File: src/rtl/uart_rx_pkt_ctrl_if.sv
// Signal bundle between the UART byte receiver / payload consumer side and
// the packet controller.
//
// Handshake semantics on the out_* stream: a byte transfers on every clk edge
// where out_valid_o and out_ready_i are both high; while out_valid_o is high
// and out_ready_i is low, out_data_o and out_last_o hold steady. The rx_*
// inputs are one-cycle strobes with no back-pressure.
interface uart_rx_pkt_ctrl_if #(
    parameter int LEN_W = 5
);
    logic             rx_valid_i;
    logic [7:0]       rx_data_i;
    logic             rx_err_i;
    logic             out_valid_o;
    logic [7:0]       out_data_o;
    logic             out_last_o;
    logic             out_ready_i;
    logic             pkt_ok_o;
    logic [LEN_W-1:0] pkt_len_o;
    logic             err_o;
    logic [1:0]       err_code_o;
    logic             drop_o;

    // Receiver/consumer side: drives bytes and ready, observes results.
    modport master (
        output rx_valid_i, rx_data_i, rx_err_i, out_ready_i,
        input  out_valid_o, out_data_o, out_last_o,
        input  pkt_ok_o, pkt_len_o, err_o, err_code_o, drop_o
    );

    // Packet controller side.
    modport slave (
        input  rx_valid_i, rx_data_i, rx_err_i, out_ready_i,
        output out_valid_o, out_data_o, out_last_o,
        output pkt_ok_o, pkt_len_o, err_o, err_code_o, drop_o
    );
endinterface

File: src/rtl/uart_rx_pkt_ctrl.sv
// Packet framer behind a UART byte receiver: sync hunt, length, payload
// buffering, XOR checksum, inter-byte timeout, then drains the payload over a
// valid/ready stream. Aborts pulse err_o with a code and return to sync hunt.
module uart_rx_pkt_ctrl #(
    parameter logic [7:0] SYNC_BYTE      = 8'hA5,
    parameter int         MAX_PAYLOAD    = 16,
    parameter int         TIMEOUT_CYCLES = 100_000
) (
    input  logic                  clk,
    input  logic                  rst_n,
    uart_rx_pkt_ctrl_if.slave     bus,
    output logic [2:0]            state_dbg
);
    localparam int LEN_W = $clog2(MAX_PAYLOAD + 1);
    localparam int TO_W  = $clog2(TIMEOUT_CYCLES);
    localparam int IDX_W = (MAX_PAYLOAD > 1) ? $clog2(MAX_PAYLOAD) : 1;

    localparam logic [7:0]       MAX_LEN_B = 8'(MAX_PAYLOAD);
    localparam logic [TO_W-1:0]  TO_LAST   = TO_W'(TIMEOUT_CYCLES - 1);
    localparam logic [TO_W-1:0]  ONE_T     = TO_W'(1);
    localparam logic [LEN_W-1:0] ONE_L     = LEN_W'(1);

    typedef enum logic [2:0] {
        HUNT    = 3'd0,
        LEN     = 3'd1,
        PAYLOAD = 3'd2,
        CSUM    = 3'd3,
        DRAIN   = 3'd4
    } state_t;

    state_t           state, state_n;
    logic [LEN_W-1:0] len, len_n;
    logic [7:0]       csum, csum_n;
    logic [LEN_W-1:0] wr_ptr, wr_ptr_n;
    logic [LEN_W-1:0] rd_ptr, rd_ptr_n;
    logic [TO_W-1:0]  to_cnt, to_n;
    logic             pkt_ok, pkt_ok_n;
    logic [LEN_W-1:0] pkt_len, pkt_len_n;
    logic             err, err_n;
    logic [1:0]       err_code, err_code_n;
    logic             drop, drop_n;
    logic             wr_en;
    logic [7:0]       buf_mem [MAX_PAYLOAD];

    // A byte only counts when no framing error arrives in the same cycle.
    logic byte_in;
    logic in_pkt;
    assign byte_in = bus.rx_valid_i && !bus.rx_err_i;
    assign in_pkt  = (state == LEN) || (state == PAYLOAD) || (state == CSUM);

    // State, pointers, checksum and pulse registers.
    always_ff @(posedge clk or negedge rst_n) begin
        if (!rst_n) begin
            state    <= HUNT;
            len      <= '0;
            csum     <= '0;
            wr_ptr   <= '0;
            rd_ptr   <= '0;
            to_cnt   <= '0;
            pkt_ok   <= 1'b0;
            pkt_len  <= '0;
            err      <= 1'b0;
            err_code <= '0;
            drop     <= 1'b0;
        end else begin
            state    <= state_n;
            len      <= len_n;
            csum     <= csum_n;
            wr_ptr   <= wr_ptr_n;
            rd_ptr   <= rd_ptr_n;
            to_cnt   <= to_n;
            pkt_ok   <= pkt_ok_n;
            pkt_len  <= pkt_len_n;
            err      <= err_n;
            err_code <= err_code_n;
            drop     <= drop_n;
        end
    end

    // Payload buffer; survives aborts, only reset clears it.
    always_ff @(posedge clk or negedge rst_n) begin
        if (!rst_n) begin
            for (int i = 0; i < MAX_PAYLOAD; i++) buf_mem[i] <= '0;
        end else if (wr_en) begin
            buf_mem[wr_ptr[IDX_W-1:0]] <= bus.rx_data_i;
        end
    end

    // Next-state, datapath updates and pulse generation.
    always_comb begin
        state_n    = state;
        len_n      = len;
        csum_n     = csum;
        wr_ptr_n   = wr_ptr;
        rd_ptr_n   = rd_ptr;
        to_n       = '0;
        pkt_ok_n   = 1'b0;
        pkt_len_n  = pkt_len;
        err_n      = 1'b0;
        err_code_n = err_code;
        drop_n     = 1'b0;
        wr_en      = 1'b0;

        if (in_pkt) to_n = bus.rx_valid_i ? '0 : to_cnt + ONE_T;

        case (state)
            HUNT: begin
                if (byte_in && bus.rx_data_i == SYNC_BYTE) state_n = LEN;
            end
            LEN, PAYLOAD, CSUM: begin
                if (bus.rx_err_i) begin
                    err_n = 1'b1; err_code_n = 2'd3; state_n = HUNT;
                end else if (byte_in) begin
                    if (state == LEN) begin
                        if (bus.rx_data_i > MAX_LEN_B) begin
                            err_n = 1'b1; err_code_n = 2'd1; state_n = HUNT;
                        end else begin
                            len_n    = bus.rx_data_i[LEN_W-1:0];
                            csum_n   = bus.rx_data_i;
                            wr_ptr_n = '0;
                            state_n  = (bus.rx_data_i == 8'd0) ? CSUM : PAYLOAD;
                        end
                    end else if (state == PAYLOAD) begin
                        wr_en    = 1'b1;
                        wr_ptr_n = wr_ptr + ONE_L;
                        csum_n   = csum ^ bus.rx_data_i;
                        if (wr_ptr + ONE_L == len) state_n = CSUM;
                    end else begin
                        if (bus.rx_data_i == csum) begin
                            pkt_ok_n  = 1'b1;
                            pkt_len_n = len;
                            state_n   = (len == '0) ? HUNT : DRAIN;
                        end else begin
                            err_n = 1'b1; err_code_n = 2'd0; state_n = HUNT;
                        end
                    end
                end else if (to_cnt == TO_LAST) begin
                    err_n = 1'b1; err_code_n = 2'd2; state_n = HUNT;
                end
            end
            DRAIN: begin
                if (bus.rx_valid_i) drop_n = 1'b1;
                if (bus.out_ready_i) begin
                    if (rd_ptr == len - ONE_L) state_n = HUNT;
                    else rd_ptr_n = rd_ptr + ONE_L;
                end
            end
            default: state_n = HUNT;
        endcase

        // Every return to sync hunt starts the next packet from clean pointers.
        if (state_n == HUNT) begin
            wr_ptr_n = '0;
            rd_ptr_n = '0;
        end
    end

    assign bus.out_valid_o = (state == DRAIN);
    assign bus.out_data_o  = buf_mem[rd_ptr[IDX_W-1:0]];
    assign bus.out_last_o  = (state == DRAIN) && (rd_ptr == len - ONE_L);
    assign bus.pkt_ok_o    = pkt_ok;
    assign bus.pkt_len_o   = pkt_len;
    assign bus.err_o       = err;
    assign bus.err_code_o  = err_code;
    assign bus.drop_o      = drop;
    assign state_dbg       = state;
endmodule
File: src/flat_wrapper.sv
// flat-port wrapper written by rule: the top's interface ports become plain ports
module uart_rx_pkt_ctrl_flat 
#(
    parameter logic [7:0] SYNC_BYTE      = 8'hA5,
    parameter int         MAX_PAYLOAD    = 16,
    parameter int         TIMEOUT_CYCLES = 100_000
)
  (clk, rst_n, state_dbg, bus_rx_valid_i, bus_rx_data_i, bus_rx_err_i, bus_out_ready_i, bus_out_valid_o, bus_out_data_o, bus_out_last_o, bus_pkt_ok_o, bus_pkt_len_o, bus_err_o, bus_err_code_o, bus_drop_o);
  uart_rx_pkt_ctrl_if bus_i ();
  input  logic clk;
  input  logic rst_n;
  output logic [2:0] state_dbg;
  input wire logic [$bits(bus_i.rx_valid_i)-1:0] bus_rx_valid_i;
  input wire logic [$bits(bus_i.rx_data_i)-1:0] bus_rx_data_i;
  input wire logic [$bits(bus_i.rx_err_i)-1:0] bus_rx_err_i;
  input wire logic [$bits(bus_i.out_ready_i)-1:0] bus_out_ready_i;
  output wire logic [$bits(bus_i.out_valid_o)-1:0] bus_out_valid_o;
  output wire logic [$bits(bus_i.out_data_o)-1:0] bus_out_data_o;
  output wire logic [$bits(bus_i.out_last_o)-1:0] bus_out_last_o;
  output wire logic [$bits(bus_i.pkt_ok_o)-1:0] bus_pkt_ok_o;
  output wire logic [$bits(bus_i.pkt_len_o)-1:0] bus_pkt_len_o;
  output wire logic [$bits(bus_i.err_o)-1:0] bus_err_o;
  output wire logic [$bits(bus_i.err_code_o)-1:0] bus_err_code_o;
  output wire logic [$bits(bus_i.drop_o)-1:0] bus_drop_o;
  assign bus_i.rx_valid_i = bus_rx_valid_i;
  assign bus_i.rx_data_i = bus_rx_data_i;
  assign bus_i.rx_err_i = bus_rx_err_i;
  assign bus_i.out_ready_i = bus_out_ready_i;
  assign bus_out_valid_o = bus_i.out_valid_o;
  assign bus_out_data_o = bus_i.out_data_o;
  assign bus_out_last_o = bus_i.out_last_o;
  assign bus_pkt_ok_o = bus_i.pkt_ok_o;
  assign bus_pkt_len_o = bus_i.pkt_len_o;
  assign bus_err_o = bus_i.err_o;
  assign bus_err_code_o = bus_i.err_code_o;
  assign bus_drop_o = bus_i.drop_o;
  uart_rx_pkt_ctrl #(.SYNC_BYTE(SYNC_BYTE), .MAX_PAYLOAD(MAX_PAYLOAD), .TIMEOUT_CYCLES(TIMEOUT_CYCLES)) u_core (.clk(clk), .rst_n(rst_n), .bus(bus_i), .state_dbg(state_dbg));
endmodule
File: config.mk
export PLATFORM = sky130hd
export DESIGN_NAME = uart_rx_pkt_ctrl_flat
export DESIGN_NICKNAME = d
export VERILOG_FILES = /design/src/rtl/uart_rx_pkt_ctrl_if.sv /design/src/rtl/uart_rx_pkt_ctrl.sv /design/src/flat_wrapper.sv
export SDC_FILE = /design/constraint.sdc
export NUM_CORES = 1
export LEC_CHECK = 0
export CAP_MARGIN = 15
export CORE_AREA = 2 2 174 176
export CTS_CLUSTER_SIZE = 16
export DETAILED_ROUTE_END_ITERATION = 16
export DIE_AREA = 0 0 176 178
export GPL_ROUTABILITY_DRIVEN = 0
export PLACE_DENSITY = 0.49
export SLEW_MARGIN = 20
export SYNTH_ARGS = -nofsm -noshare
export SYNTH_HDL_FRONTEND = slang
export SYNTH_SLANG_ARGS = --single-unit
File: constraint.sdc
create_clock -name clk -period 3.4 [get_ports clk]
set_input_delay 0.68 -clock clk [delete_from_list [all_inputs] [get_ports clk]]
set_output_delay 0.68 -clock clk [all_outputs]
set_load 0.005 [all_outputs]
## After elaboration in Yosys (flattened, before gate mapping)

Cells that the tools add are included.

| storage, ports and cells | value |
|---|---|
| output and inout port bits | 23 |
| logic and storage cells | 147 |
| input bits | 13 |
| flip-flop bits (word level) | 181 |

| cells by class | value |
|---|---|
| $add $sub $neg | 4 |
| equal/unequal tests | 16 |
| muxes and demuxes | 64 |
| reduce and logical (&&, ||, !) cells | 25 |
| bitwise logic cells | 7 |
| magnitude comparators | 4 |

Operators by type and width:

| operator | count |
|---|---|
| 128-bit bitwise mux | 1 |
| 5-bit two-way mux | 11 |
| 8-bit two-way mux | 6 |
| 3-bit two-way mux | 12 |
| 17-bit two-way mux | 2 |
| 8-bit binary-select mux with 4-bit select | 1 |
| 8-bit demux with 4-bit select | 1 |
| 1-bit two-way mux | 22 |
| 5-bit AND reduction | 4 |
| 17-bit by 1-bit adder with 17-bit output, second input constant | 1 |
| 17-bit equality test, second input constant | 1 |
| 2-bit two-way mux | 7 |
| 4-bit != test, second input constant | 3 |
| 5-bit by 1-bit adder with 5-bit output, second input constant | 2 |
| 5-bit equality test | 2 |
| 5-bit greater-or-equal comparator, second input constant | 2 |
| 4-bit NOT with 5-bit output | 2 |
| 2-bit nonzero test | 5 |
| 3-bit one-hot mux with 3 select lines | 1 |
| 8-bit equality test | 1 |
| 8-bit equality test, second input constant | 1 |
| 8-bit by 5-bit > comparator with 1-bit output, second input constant | 1 |
| 8-bit logical NOT | 1 |
| 8-bit XOR | 1 |
| other kinds (18) | 29 |

## Logic depth before layout (Yosys ltp)

Gate-level depths: netlist (run 1).

| logic depth | value |
|---|---|
| word-level depth | 11 |
| depth in mapped cells | 9 |

## Worst setup path after synthesis (run 1)

OpenSTA, ideal clock, no wires.

| path | value |
|---|---|
| kind | register -> output |
| start point | reg u_core.rd_ptr[0] |
| end point | out bus_out_data_o[0] |
| slack | 0.711 ns |
| path buffers | 2 |
| cell stages (with the launch flop) | 5 |
| data required time | 2.720 ns |
| arrival | 2.009 ns |
| cells stage by stage | dfrtp_1 -> clkbuf_1 -> buf_2 -> mux4_2 -> mux4_2 |

| on the way | value |
|---|---|
| longest elaborated chain between the ends | 4 |

RTL lines:

| item | RTL line | RTL |
|---|---|---|
| start, declared | uart_rx_pkt_ctrl.sv:35 | `logic [LEN_W-1:0] rd_ptr, rd_ptr_n;` |
| start signal, assigned | uart_rx_pkt_ctrl.sv:70 | `rd_ptr <= rd_ptr_n;` |
| 4-bit NOT with 5-bit output (not written as such) | uart_rx_pkt_ctrl.sv:159 | `assign bus.out_data_o = buf_mem[rd_ptr[IDX_W-1:0]];` |
| 8-bit binary-select mux with 4-bit select | uart_rx_pkt_ctrl.sv:159 |  |
| 8-bit two-way mux (not written as such) (2 in a row) | uart_rx_pkt_ctrl.sv:159 |  |
| end, declared | flat_wrapper.sv:18 | `output wire logic [$bits(bus_i.out_data_o)-1:0] bus_out_data_o;` |

No other way between the ends. The select of a mux whose other input is x is not followed.

## Final worst setup path (run 1)

| path | value |
|---|---|
| start point | reg u_core.rd_ptr[0] |
| end point | out bus_out_data_o[7] |

The elaborated chain is that of the path after synthesis.

==> results of run 1 <==
## timing repair
item                       4_1_cts  5_1_grt
resized for setup                1        5
setup buffers                    2        0
cloned                           0        1
setup endpoints to repair        8        7
## layout make-up
class                           instances  area, sq um  area share
Clock inverter                          9          120      0.0116
Inverter                               14         52.6     0.00509
Sequential cell                       181         4530       0.439
Timing Repair Buffer                   69          689      0.0667
Multi-Input combinational cell        424         3970       0.384
Tap cell                              390          488      0.0472
Clock buffer                           23          478      0.0463
## critical path, stage by stage, from the launching register on
cell,delay (ns)
dfrtp_4,0.54
buf_8,0.17
mux4_2,0.56
mux4_2,0.49
clkdlybuf4s50_1,0.46
## layout by cell type (no fill, tap or decap), types with 4 or more instances in the layout
cell             instances
nand3_1                 31
o21ai_0                 17
mux2_2                 135
buf_12                   4
nor2_1                  38
mux4_2                  40
ha_1                     7
xor2_1                  21
dfrtp_1                180
nand2b_1                 6
nand4_1                  9
a211oi_1                 4
nor3_1                   9
buf_4                   28
and3_1                   4
clkdlybuf4s50_1         31
a21oi_1                 23
xnor2_1                 16
inv_1                   14
clkbuf_16               18
nand2_1                 19
## per-stage QoR
stage	setup WS [ns]	util
finish	0.0790	0.351
global route	-0.00362	0.351
CTS	0.0277	0.350
detailed placement	0.165	0.329
global placement	0.222	0.329
floorplan	0.711	-
## Yosys cell counts, types with 3 or more instances
library cell	n
a211oi_1	4
a21oi_1	23
and3_1	4
buf_2	5
clkbuf_1	34
dfrtp_1	181
ha_1	7
inv_1	14
mux2_2	135
mux4_2	40
nand2_1	19
nand2b_1	6
nand3_1	31
nand4_1	9
nor2_1	38
nor2b_1	3
nor3_1	9
nor4_1	3
nor4bb_1	3
o21ai_0	17
or3_1	3
xnor2_1	16
xor2_1	21
## metal layers
| layer | vias to the layer above | GRT usage | part of all wire |
|---|---|---|---|
| met5 | - | 0 | 0 |
| met4 | 0 | 0.0406 | 0.017 |
| met3 | 19 | 0.0262 | 0.028 |
| met2 | 71 | 0.241 | 0.51 |
| met1 | 2883 | 0.178 | 0.45 |
| li1 | 2513 | - | - |
## state kept, by name (all words and copies together), names as in the netlist
name and flops:
u_core.buf_mem 128, u_core.bus.drop_o 1, u_core.bus.err_code_o 2, u_core.bus.err_o 1, u_core.bus.pkt_len_o 5, u_core.bus.pkt_ok_o 1
u_core.csum 8, u_core.len 5, u_core.rd_ptr 5, u_core.state_dbg 3, u_core.to_cnt 17, u_core.wr_ptr 5
## path summary, 6_finish.rpt
kind	start	end	slack [ns]	depth (start not counted)
max	u_core.rd_ptr[0]$_DFFE_PN0P_	bus_out_data_o[7]	0.08	4
min	rst_n	u_core.buf_mem[93]$_DFFE_PN0P_	0.29	1
max reg2reg	u_core.wr_ptr[0]$_DFFE_PN0P_	u_core.rd_ptr[4]$_DFFE_PN0P_	0.89	8
min reg2reg	u_core.bus.pkt_len_o[1]$_DFFE_PN0P_	u_core.bus.pkt_len_o[1]$_DFFE_PN0P_	0.48	2
max in group asynchronous	rst_n	u_core.buf_mem[5]$_DFFE_PN0P_	2.29	2
min in group clk	u_core.bus.pkt_len_o[1]$_DFFE_PN0P_	u_core.bus.pkt_len_o[1]$_DFFE_PN0P_	0.48	2
## kinds of logic (layout without fill, tap and decap cells)
kind of cell    after synthesis  in the layout  share of synthesized area
xor+xnor                     37             37                     0.0371
flops                       181            181                      0.519
simple gates                144            144                     0.0864
fa+ha+maj                     7              7                     0.0100
compound gates               60             60                     0.0427
buf+inv                      57            115                     0.0269
mux                         176            176                      0.278
## report_power, final
| part | switching [mW] | internal, mW |
|---|---|---|
| combinational | 0.122 | 0.0693 |
| sequential | 0.00902 | 2.16 |
| clock | 0.831 | 1.15 |
==> out/results.tsv, run 1 <==
stage	metric	value	unit
timing	Period Utilization, post-route	0.977	
grt	initial antenna violation count	0	
grt	vias in the first global route	5832	
timing	min Tclk post-route	3.32	ns
timing	Fin. Hold Viols	0	
clock_tree	clk root buf	clkbuf_16	
drt	Post-Route WL	20600	um
finish	Finished Layout Cells	1110	
place	Area after DPL	9680	sq um
run	# Max-Cap Violations	0	
finish	design area	10300	sq um
pwr	Peak VDD IR	312	uV
synthesis	dominant cells by area after synthesis	dfrtp_1 52%, mux2_2 17%, mux4_2 10%, xor2_1 2.1%, nand3_1 1.8%	
synthesis	leading area contributor after synthesis	dfrtp_1	
grt	total global-route track usage	0.139	
floorplan	core area	29400	sq um
worst_setup_path	type of origin of the critical path	flop	
timing	Finish-stage setup viols	0	
timing	fin. max-slew vios	0	
synthesis	ys flop type	dfrtp_1	
pwr	LEAKAGE	4.70	nW
finish	Fillers	2859	
synthesis	mapped cell area	8730	sq um
floorplan	top-level port count	36	
timing	skew final	0.0113	ns
clock_tree	CTS HTree Levels	4	
worst_setup_path	Req. time, crit path	2.72	ns
clock_tree	clock transition at the registers of the reported paths	0.07	ns
timing	Max-slew headroom	0.489	
timing	setup_tns	0	ns
place	PortBufs	35	
grt	first-pass GRT wire length	33400	um
finish	antenna cells	0	
worst_setup_path	crit path kind	reg2out	
synthesis	sequential area share after synthesis	0.519	
drt	ANT nets after route	0	
grt	GR Overflow Total	0	
grt	largest net degree at the start of global routing	82	
finish	Layout Nets	727	
clock_tree	CTS tree	built	
synthesis	async set-reset flop share out of synthesis	1.00	
finish	P&R area growth vs syn	18.3	%
synthesis	Yosys warning count	0	
synthesis	Yosys top cell area share	0.519	
min_path	Hold Crit Class	in2async	
floorplan	cell row count	63	
place	Post-DP HPWL	14100	um
floorplan	starting density of the core	0.297	
timing	f_max	0.301	GHz
pwr	total power	4.34	mW
floorplan	die span in y	178	um
synthesis	Synth Register Bits	181	
finish	fraction of layout instances using a drive strength above 1	0.344	
clock_tree	hold-fix buffers at CTS	0	
clock_tree	clk_lat worst skew	0.43	ns
clock_tree	Max clock buf depth	2	
place	placed cell count	1075	
timing	worst hold margin	0.293	ns
pwr	PwrDens	420	nW/um^2
synthesis	Yosys cell types	52	
timing	Least-Margin Pin Slew	0.767	ns
drt	routed vias/inst	4.94	
synthesis	number of enable flip-flop cells after synthesis	0	
status	status	complete, no violations	
floorplan	die area	31300	sq um
synthesis	Post-Syn Nets	682	
worst_setup_path	CP Capture Type	primary output	
worst_setup_path	Arr. time, crit path	2.64	ns
drt	DRC	0	
synthesis	Cells after Synth	662	
clock_tree	Num Clock Sinks	181	
drt	via count	5486	
drt	DRT iter0 DRCs	335	
floorplan	Chip Width	176	um
synthesis	post-synthesis average cell area	13.2	sq um
drt	WL/cell	18.5	um
worst_setup_path	Worst Path Max Fanout	7	
drt	DRT Pass-1 Iters	4	
clock_tree	number of CTS-inserted buffers	17	
Power figures use the tool's default switching activity.
==> inputs of run 2 (changes only) <==
--- a/config.mk
+++ b/config.mk
@@ -5,6 +5,7 @@
 export SDC_FILE = /design/constraint.sdc
 export NUM_CORES = 1
 export LEC_CHECK = 0
+export ABC_CLOCK_PERIOD_IN_PS = 3400
 export CAP_MARGIN = 15
 export CORE_AREA = 2 2 174 176
 export CTS_CLUSTER_SIZE = 16
@@ -16,3 +17,4 @@
 export SYNTH_ARGS = -nofsm -noshare
 export SYNTH_HDL_FRONTEND = slang
 export SYNTH_SLANG_ARGS = --single-unit
+export TNS_END_PERCENT = 5
==> constraint.sdc (replaced) <==
create_clock -name clk -period 3.4 [get_ports clk]
set_input_delay 0.85 -clock clk [delete_from_list [all_inputs] [get_ports clk]]
set_output_delay 0.85 -clock clk [all_outputs]
set_load 0.005 [all_outputs]
==> run 2 against run 1 <==
Via count grew 1.2%; clock skew grew 0.00060 ns; largest cell class unchanged; count of clock-buffer cells in the layout shrank 6; non-clock buffer count grew 2; maximum frequency grew 0.80%; critical endpoint is now bus_out_data_o[2]; combinational power grew 6%; worst hold slack gained 0.058 ns; register-to-register slack lost 0.03 ns.
==> out/results.tsv, run 2 (synthesis results as in run 1) <==
stage	metric	value	unit	change
status	status	complete, no violations		
place	PortBufs	35		unchanged
worst_setup_path	CP bufs+invs	3		+1
drt	routed vias/inst	4.99		+1.0%
finish	commonest non-fill, non-tap cell in the layout	dfrtp_1		
pwr	PwrDens	419	nW/um^2	-0.19%
worst_setup_path	Reg-to-Reg Start	u_core.wr_ptr[0]$_DFFE_PN0P_		
worst_setup_path	Worst Path Max Fanout	8		+1
clock_tree	Max clock buf depth	2		unchanged
worst_setup_path	Top delay family on crit path	multiplexers		
min_path	Hold Crit Class	in2async		
drt	DRC	0		unchanged
worst_setup_path	type of origin of the critical path	flop		
floorplan	die span in y	178	um	unchanged
worst_setup_path	Crit path depth	5		+1
grt	first-pass GRT wire length	34300	um	+2.7%
worst_setup_path	Arr. time, crit path	2.44	ns	-0.20 ns
floorplan	starting density of the core	0.297		unchanged
finish	most frequent cells in the layout	179 x dfrtp_1, 135 x mux2_2, 40 x mux4_2		
worst_setup_path	crit-path cells	buf_12, buf_12, mux4_2, mux4_2, dlygate4sd2_1		
place	Area after DPL	9690	sq um	+0.16%
grt	total global-route track usage	0.143		+0.00425
floorplan	cell row count	63		unchanged
timing	skew final	0.0119	ns	+0.000599 ns
clock_tree	number of CTS-inserted buffers	17		unchanged
grt	GR Overflow Total	0		unchanged
finish	Fillers	2834		-0.87%
drt	via count	5552		+1.2%
timing	fin worst setup slack	0.105	ns	+0.0263 ns
timing	fin. max-slew vios	0		unchanged
timing	Max-slew headroom	0.561		+0.0717
worst_setup_path	worst r2r path cells	8		unchanged
floorplan	core area	29400	sq um	unchanged
finish	antenna cells	0		unchanged
pwr	LEAKAGE	4.70	nW	-0.12%
run	# Max-Cap Violations	0		unchanged
floorplan	die area	31300	sq um	unchanged
timing	min Tclk post-route	3.29	ns	-0.0263 ns
worst_setup_path	CP max stage cell	mux4_2		
timing	setup_tns	0	ns	unchanged
timing	f_max	0.304	GHz	+0.80%
place	Post-DP HPWL	14100	um	+0.26%
floorplan	top-level port count	36		unchanged
clock_tree	clk_lat worst skew	0.43	ns	about the same
finish	P&R area growth vs syn	18.4	%	about the same
drt	Post-Route WL	21100	um	+2.7%
pwr	Peak VDD IR	339	uV	+8.9%
grt	largest net degree at the start of global routing	70		-15%
clock_tree	clk root buf	clkbuf_16		
worst_setup_path	RR Endpoint	u_core.rd_ptr[3]$_DFFE_PN0P_		
finish	design area	10300	sq um	about the same
clock_tree	Num Clock Sinks	181		unchanged
finish	Largest Register	u_core.buf_mem		
timing	Finish-stage setup viols	0		unchanged
drt	DRT iter0 DRCs	252		-25%
worst_setup_path	CP Capture Type	primary output		
timing	Fin. Hold Viols	0		unchanged
worst_setup_path	crit path kind	reg2out		
timing	worst hold margin	0.350	ns	+0.0579 ns
clock_tree	CTS HTree Levels	4		unchanged
drt	ANT nets after route	0		unchanged
finish	Largest register FFs	128		unchanged
clock_tree	clock transition at the registers of the reported paths	0.08	ns	about the same
finish	leading registers by flop count	u_core.buf_mem: 128 flops, u_core.to_cnt: 17 flops, u_core.csum: 8 flops		
worst_setup_path	Req. time, crit path	2.55	ns	-0.17 ns
worst_setup_path	reg2reg setup slack	0.86	ns	-0.03 ns
finish	fraction of layout instances using a drive strength above 1	0.352		+0.00736
drt	WL/cell	19.0	um	+2.5%
clock_tree	hold-fix buffers at CTS	0		unchanged
drt	DRT Pass-1 Iters	4		unchanged
worst_setup_path	Critical Path Max Stage Delay	0.57	ns	about the same
timing	Least-Margin Pin Slew	0.659	ns	-0.108 ns
timing	RSZ-0062 raised after global routing	no		
finish	Layout Nets	729		+0.28%
floorplan	Chip Width	176	um	unchanged
grt	initial antenna violation count	0		unchanged
grt	vias in the first global route	5935		+1.8%
place	Place WS	0.103	ns	-0.0617 ns
clock_tree	CTS tree	built		
timing	Period Utilization, post-route	0.969		-0.00773
==> run 2: changes by cell type in the layout (fill, tap and decap cells not counted), moves of 2 or more <==
cell / before / now
buf_16: 0 / 2
clkbuf_1: 3 / 0
clkbuf_8: 3 / 0
clkdlybuf4s50_1: 31 / 26
clkinv_4: 3 / 1
dfrtp_2: 0 / 2
dlygate4sd2_1: 0 / 8
dlymetal6s2s_1: 3 / 0
inv_6: 0 / 5
inv_8: 1 / 4
==> run 2: final cells by class <==
class | instances | area (sq um) | share of cell area
Sequential cell | 181 | 4530 | 0.438
Multi-Input combinational cell | 424 | 3970 | 0.384
Timing Repair Buffer | 71 | 714 | 0.0691
Tap cell | 390 | 488 | 0.0472
Clock buffer | 17 | 425 | 0.0411
Clock inverter | 15 | 158 | 0.0152
Inverter | 14 | 52.6 | 0.00508
==> run 2: worst register-to-register path: cells and delay by family, from the launching register on <==
family	cells	cell delay [ns]
AO/OA/AOI/OAI	3	1.13
buffers and inverters	1	0.11
flip-flops	1	0.50
AND/OR/NAND/NOR	2	0.15
adder cells (fa/ha/maj)	1	0.35
XOR/XNOR	1	0.17
==> run 2: repair_timing <==
item	in CTS	in global routing
endpoints found under the setup margin	8	1
setup buffers	1	0
pin swaps	0	0
cloned	2	0
resized for setup	10	1
==> run 2: layer usage <==
metal / global-route usage / wire, um / up-vias
met5: 0 / 0 / -
met4: 0.0455 / 361 / 0
met3: 0.0217 / 510 / 23
met2: 0.243 / 10500 / 70
met1: 0.190 / 9700 / 2938
li1: - / - / 2521
==> run 2: how the worst max path moves through the flow <==
stage,from,to,slack (ns)
after floorplan,u_core.rd_ptr[0]$_DFFE_PN0P_,bus_out_data_o[0],0.54
after global placement,bus_rx_data_i[4],u_core.rd_ptr[2]$_DFFE_PN0P_,0.16
after detailed placement,bus_rx_data_i[3],u_core.rd_ptr[4]$_DFFE_PN0P_,0.10
after CTS,u_core.rd_ptr[0]$_DFFE_PN0P_,bus_out_data_o[2],0.08
after global routing,u_core.len[1]$_DFFE_PN0P_,bus_out_last_o,0.0006
final,u_core.rd_ptr[0]$_DFFE_PN0P_,bus_out_data_o[2],0.11
==> run 2: metrics by stage <==
| stage | util | total power, mW | cells |
|---|---|---|---|
| after global placement | 0.330 | 2.39 | 1077 |
| after detailed placement | 0.330 | 2.40 | 1077 |
| after CTS | 0.352 | 4.39 | 1112 |
| after floorplan | - | 2.28 | 662 |
| after global routing | 0.352 | 4.51 | 1112 |
| final | 0.352 | 4.34 | 1112 |
==> run 2: power by group <==
part / total (mW) / switching, mW / internal (mW)
sequential: 2.16 / 0.00598 / 2.16
clock: 1.97 / 0.929 / 1.04
combinational: 0.202 / 0.128 / 0.0733
total: 4.34 / 1.06 / 3.27
==> inputs of run 3 (changes only) <==
--- a/config.mk
+++ b/config.mk
@@ -5,14 +5,14 @@
 export SDC_FILE = /design/constraint.sdc
 export NUM_CORES = 1
 export LEC_CHECK = 0
-export ABC_CLOCK_PERIOD_IN_PS = 3400
+export ABC_CLOCK_PERIOD_IN_PS = 3000
 export CAP_MARGIN = 15
 export CORE_AREA = 2 2 174 176
 export CTS_CLUSTER_SIZE = 16
 export DETAILED_ROUTE_END_ITERATION = 16
 export DIE_AREA = 0 0 176 178
 export GPL_ROUTABILITY_DRIVEN = 0
-export PLACE_DENSITY = 0.49
+export PLACE_DENSITY = 0.5
 export SLEW_MARGIN = 20
 export SYNTH_ARGS = -nofsm -noshare
 export SYNTH_HDL_FRONTEND = slang
==> constraint.sdc (replaced) <==
create_clock -name clk -period 3 [get_ports clk]
set_input_delay 0.75 -clock clk [delete_from_list [all_inputs] [get_ports clk]]
set_output_delay 0.75 -clock clk [all_outputs]
set_load 0.005 [all_outputs]
==> run 3 against run 2 <==
The run now ends with setup timing left; sequential share of layout area is 1.3 points lower; critical path type unchanged; critical endpoint is now bus_out_data_o[6]; final area is 2.9% higher; routed wire length is 3.1% higher; count of clock-buffer cells in the layout is 4 higher; highest routed layer unchanged; clock power is 22% higher; die area stayed put; critical path depth stayed put; core utilization is 1.0 points higher; global-route usage is 0.36 points higher; largest power group unchanged.
==> out/results.tsv, run 3 (synthesis results as in run 1) <==
stage	metric	value	unit	change
drt	routed vias/inst	4.99		-0.14%
finish	fraction of layout instances using a drive strength above 1	0.386		+0.0338
grt	largest net degree at the start of global routing	80		+14%
timing	RSZ-0062 raised after global routing	yes		
pwr	LEAKAGE	4.87	nW	+3.8%
finish	FF+latch area	4530	sq um	about the same
timing	worst hold margin	0.262	ns	-0.0890 ns
clock_tree	clk_lat worst skew	0.44	ns	about the same
floorplan	Chip Width	176	um	unchanged
place	Area after DPL	9850	sq um	+1.7%
timing	setup_tns	-0.641	ns	-0.641 ns
worst_setup_path	CP Capture Type	primary output		
worst_setup_path	Top delay family on crit path	multiplexers		
drt	via count	5694		+2.6%
place	Post-DP HPWL	14500	um	+3.1%
pwr	total power	5.12	mW	+18%
grt	GR Overflow Total	0		unchanged
floorplan	top-level port count	36		unchanged
floorplan	die area	31300	sq um	unchanged
floorplan	cell row count	63		unchanged
status	status	finished with violations		
timing	skew final	0.0117	ns	-0.000210 ns
timing	min Tclk post-route	3.14	ns	
finish	Finished Layout Cells	1142		+2.7%
worst_setup_path	crit path kind	reg2out		
drt	DRT Pass-1 Iters	5		+1
worst_setup_path	Worst Path Max Fanout	5		-3
finish	Fillers	2782		-1.8%
drt	ANT nets after route	0		unchanged
finish	commonest non-fill, non-tap cell in the layout	dfrtp_1		
drt	Post-Route WL	21800	um	+3.1%
finish	design area	10600	sq um	+2.9%
timing	Fin. Hold Viols	0		unchanged
pwr	PwrDens	481	nW/um^2	+15%
timing	f_max	0.319	GHz	
finish	area of the multi-input gates	3980	sq um	+0.13%
worst_setup_path	Critical Path Max Stage Delay	0.55	ns	-0.02 ns
grt	initial antenna violation count	0		unchanged
place	placed cell count	1095		+1.7%
timing	Least-Margin Pin Slew	0.619	ns	-0.0400 ns
finish	Layout Nets	759		+4.1%
finish	P&R area growth vs syn	21.9	%	
place	Place WS	-0.167	ns	-0.271 ns
clock_tree	Max clock buf depth	2		unchanged
worst_setup_path	crit-path cells	buf_12, buf_6, mux4_2, mux4_2, buf_6		
finish	Largest Register	u_core.buf_mem		
timing	Finish-stage setup viols	8		+8
clock_tree	clk root buf	clkbuf_16		
worst_setup_path	Arr. time, crit path	2.39	ns	-0.05 ns
finish	fin util	0.362		+0.0103
timing	fin worst setup slack	-0.137	ns	-0.242 ns
drt	DRT iter0 DRCs	509		+100%
finish	leading registers by flop count	u_core.buf_mem: 128 flops, u_core.to_cnt: 17 flops, u_core.csum: 8 flops		
finish	antenna cells	0		unchanged
clock_tree	number of CTS-inserted buffers	17		unchanged
run	# Max-Cap Violations	0		unchanged
place	PortBufs	35		unchanged
finish	Largest register FFs	128		unchanged
worst_setup_path	type of origin of the critical path	flop		
clock_tree	hold-fix buffers at CTS	0		unchanged
timing	Max-slew headroom	0.587		+0.0267
clock_tree	CTS HTree Levels	4		unchanged
grt	total global-route track usage	0.147		+0.00357
pwr	Peak VDD IR	400	uV	+18%
worst_setup_path	Req. time, crit path	2.25	ns	-0.30 ns
finish	most frequent cells in the layout	180 x dfrtp_1, 135 x mux2_2, 48 x buf_4		
timing	Period Utilization, post-route	1.05		
drt	WL/cell	19.0	um	+0.35%
floorplan	starting density of the core	0.297		unchanged
drt	DRC	0		unchanged
floorplan	core area	29400	sq um	unchanged
grt	first-pass GRT wire length	34700	um	+1.1%
clock_tree	Num Clock Sinks	181		unchanged
worst_setup_path	CP bufs+invs	3		unchanged
clock_tree	clock transition at the registers of the reported paths	0.06	ns	-0.02 ns
timing	fin. max-slew vios	0		unchanged
clock_tree	CTS tree	built		
status	violated checks	setup timing		
grt	vias in the first global route	6107		+2.9%
min_path	Hold Crit Class	in2async		
floorplan	die span in y	178	um	unchanged
worst_setup_path	CP max stage cell	mux4_2		
run 3: changes by cell type in the layout (fill, tap and decap cells not counted), sizes merged, moves of 3 or more:
cell         before  now
bufinv            1    4
dlygate4sd2       8    1
clkbuf           17   21
clkinv            1    4
inv              23   16
clkinvlp          4    1
buf              37   75
run 3: cell type report:
| type | instances | share of cell area |
|---|---|---|
| repair buffers | 101 | 0.0906 |
| clock buffers | 21 | 0.0433 |
| flip-flops and latches | 181 | 0.426 |
| multi-input cells | 424 | 0.373 |
| well taps | 390 | 0.0458 |
| inverters | 14 | 0.00494 |
| clock inverters | 11 | 0.0162 |
run 3: timing repair:
item,in CTS,in global routing
cloned,1,0
endpoints found under the hold margin,0,0
endpoints found under the setup margin,9,8
pin swaps,1,0
gates resized for setup,44,3
buffers inserted,14,1
run 3: path summary, 6_finish.rpt:
check / startpoint / end / slack [ns] / cells past startpoint
worst max-delay path: u_core.rd_ptr[0]$_DFFE_PN0P_ / bus_out_data_o[6] / -0.14 / 5
worst min-delay path: rst_n / u_core.buf_mem[67]$_DFFE_PN0P_ / 0.26 / 1
worst max register to register: u_core.wr_ptr[0]$_DFFE_PN0P_ / u_core.rd_ptr[0]$_DFFE_PN0P_ / 0.45 / 9
worst min register to register: u_core.to_cnt[0]$_DFF_PN0_ / u_core.to_cnt[0]$_DFF_PN0_ / 0.49 / 1
max in group asynchronous: rst_n / u_core.to_cnt[14]$_DFF_PN0_ / 1.94 / 2
min in group clk: u_core.to_cnt[0]$_DFF_PN0_ / u_core.to_cnt[0]$_DFF_PN0_ / 0.49 / 1
run 3: per-layer routing:
layer,vias to the layer above,track usage,share of wire
met5,-,0,0
met1,3000,0.186,0.44
met3,25,0.0283,0.032
li1,2572,-,-
met4,0,0.0486,0.017
met2,97,0.254,0.51
run 3: where the power goes:
group / switching, mW / internal, mW
sequential: 0.00521 / 2.45
clock: 0.968 / 1.44
combinational: 0.152 / 0.108
total: 1.12 / 4.00
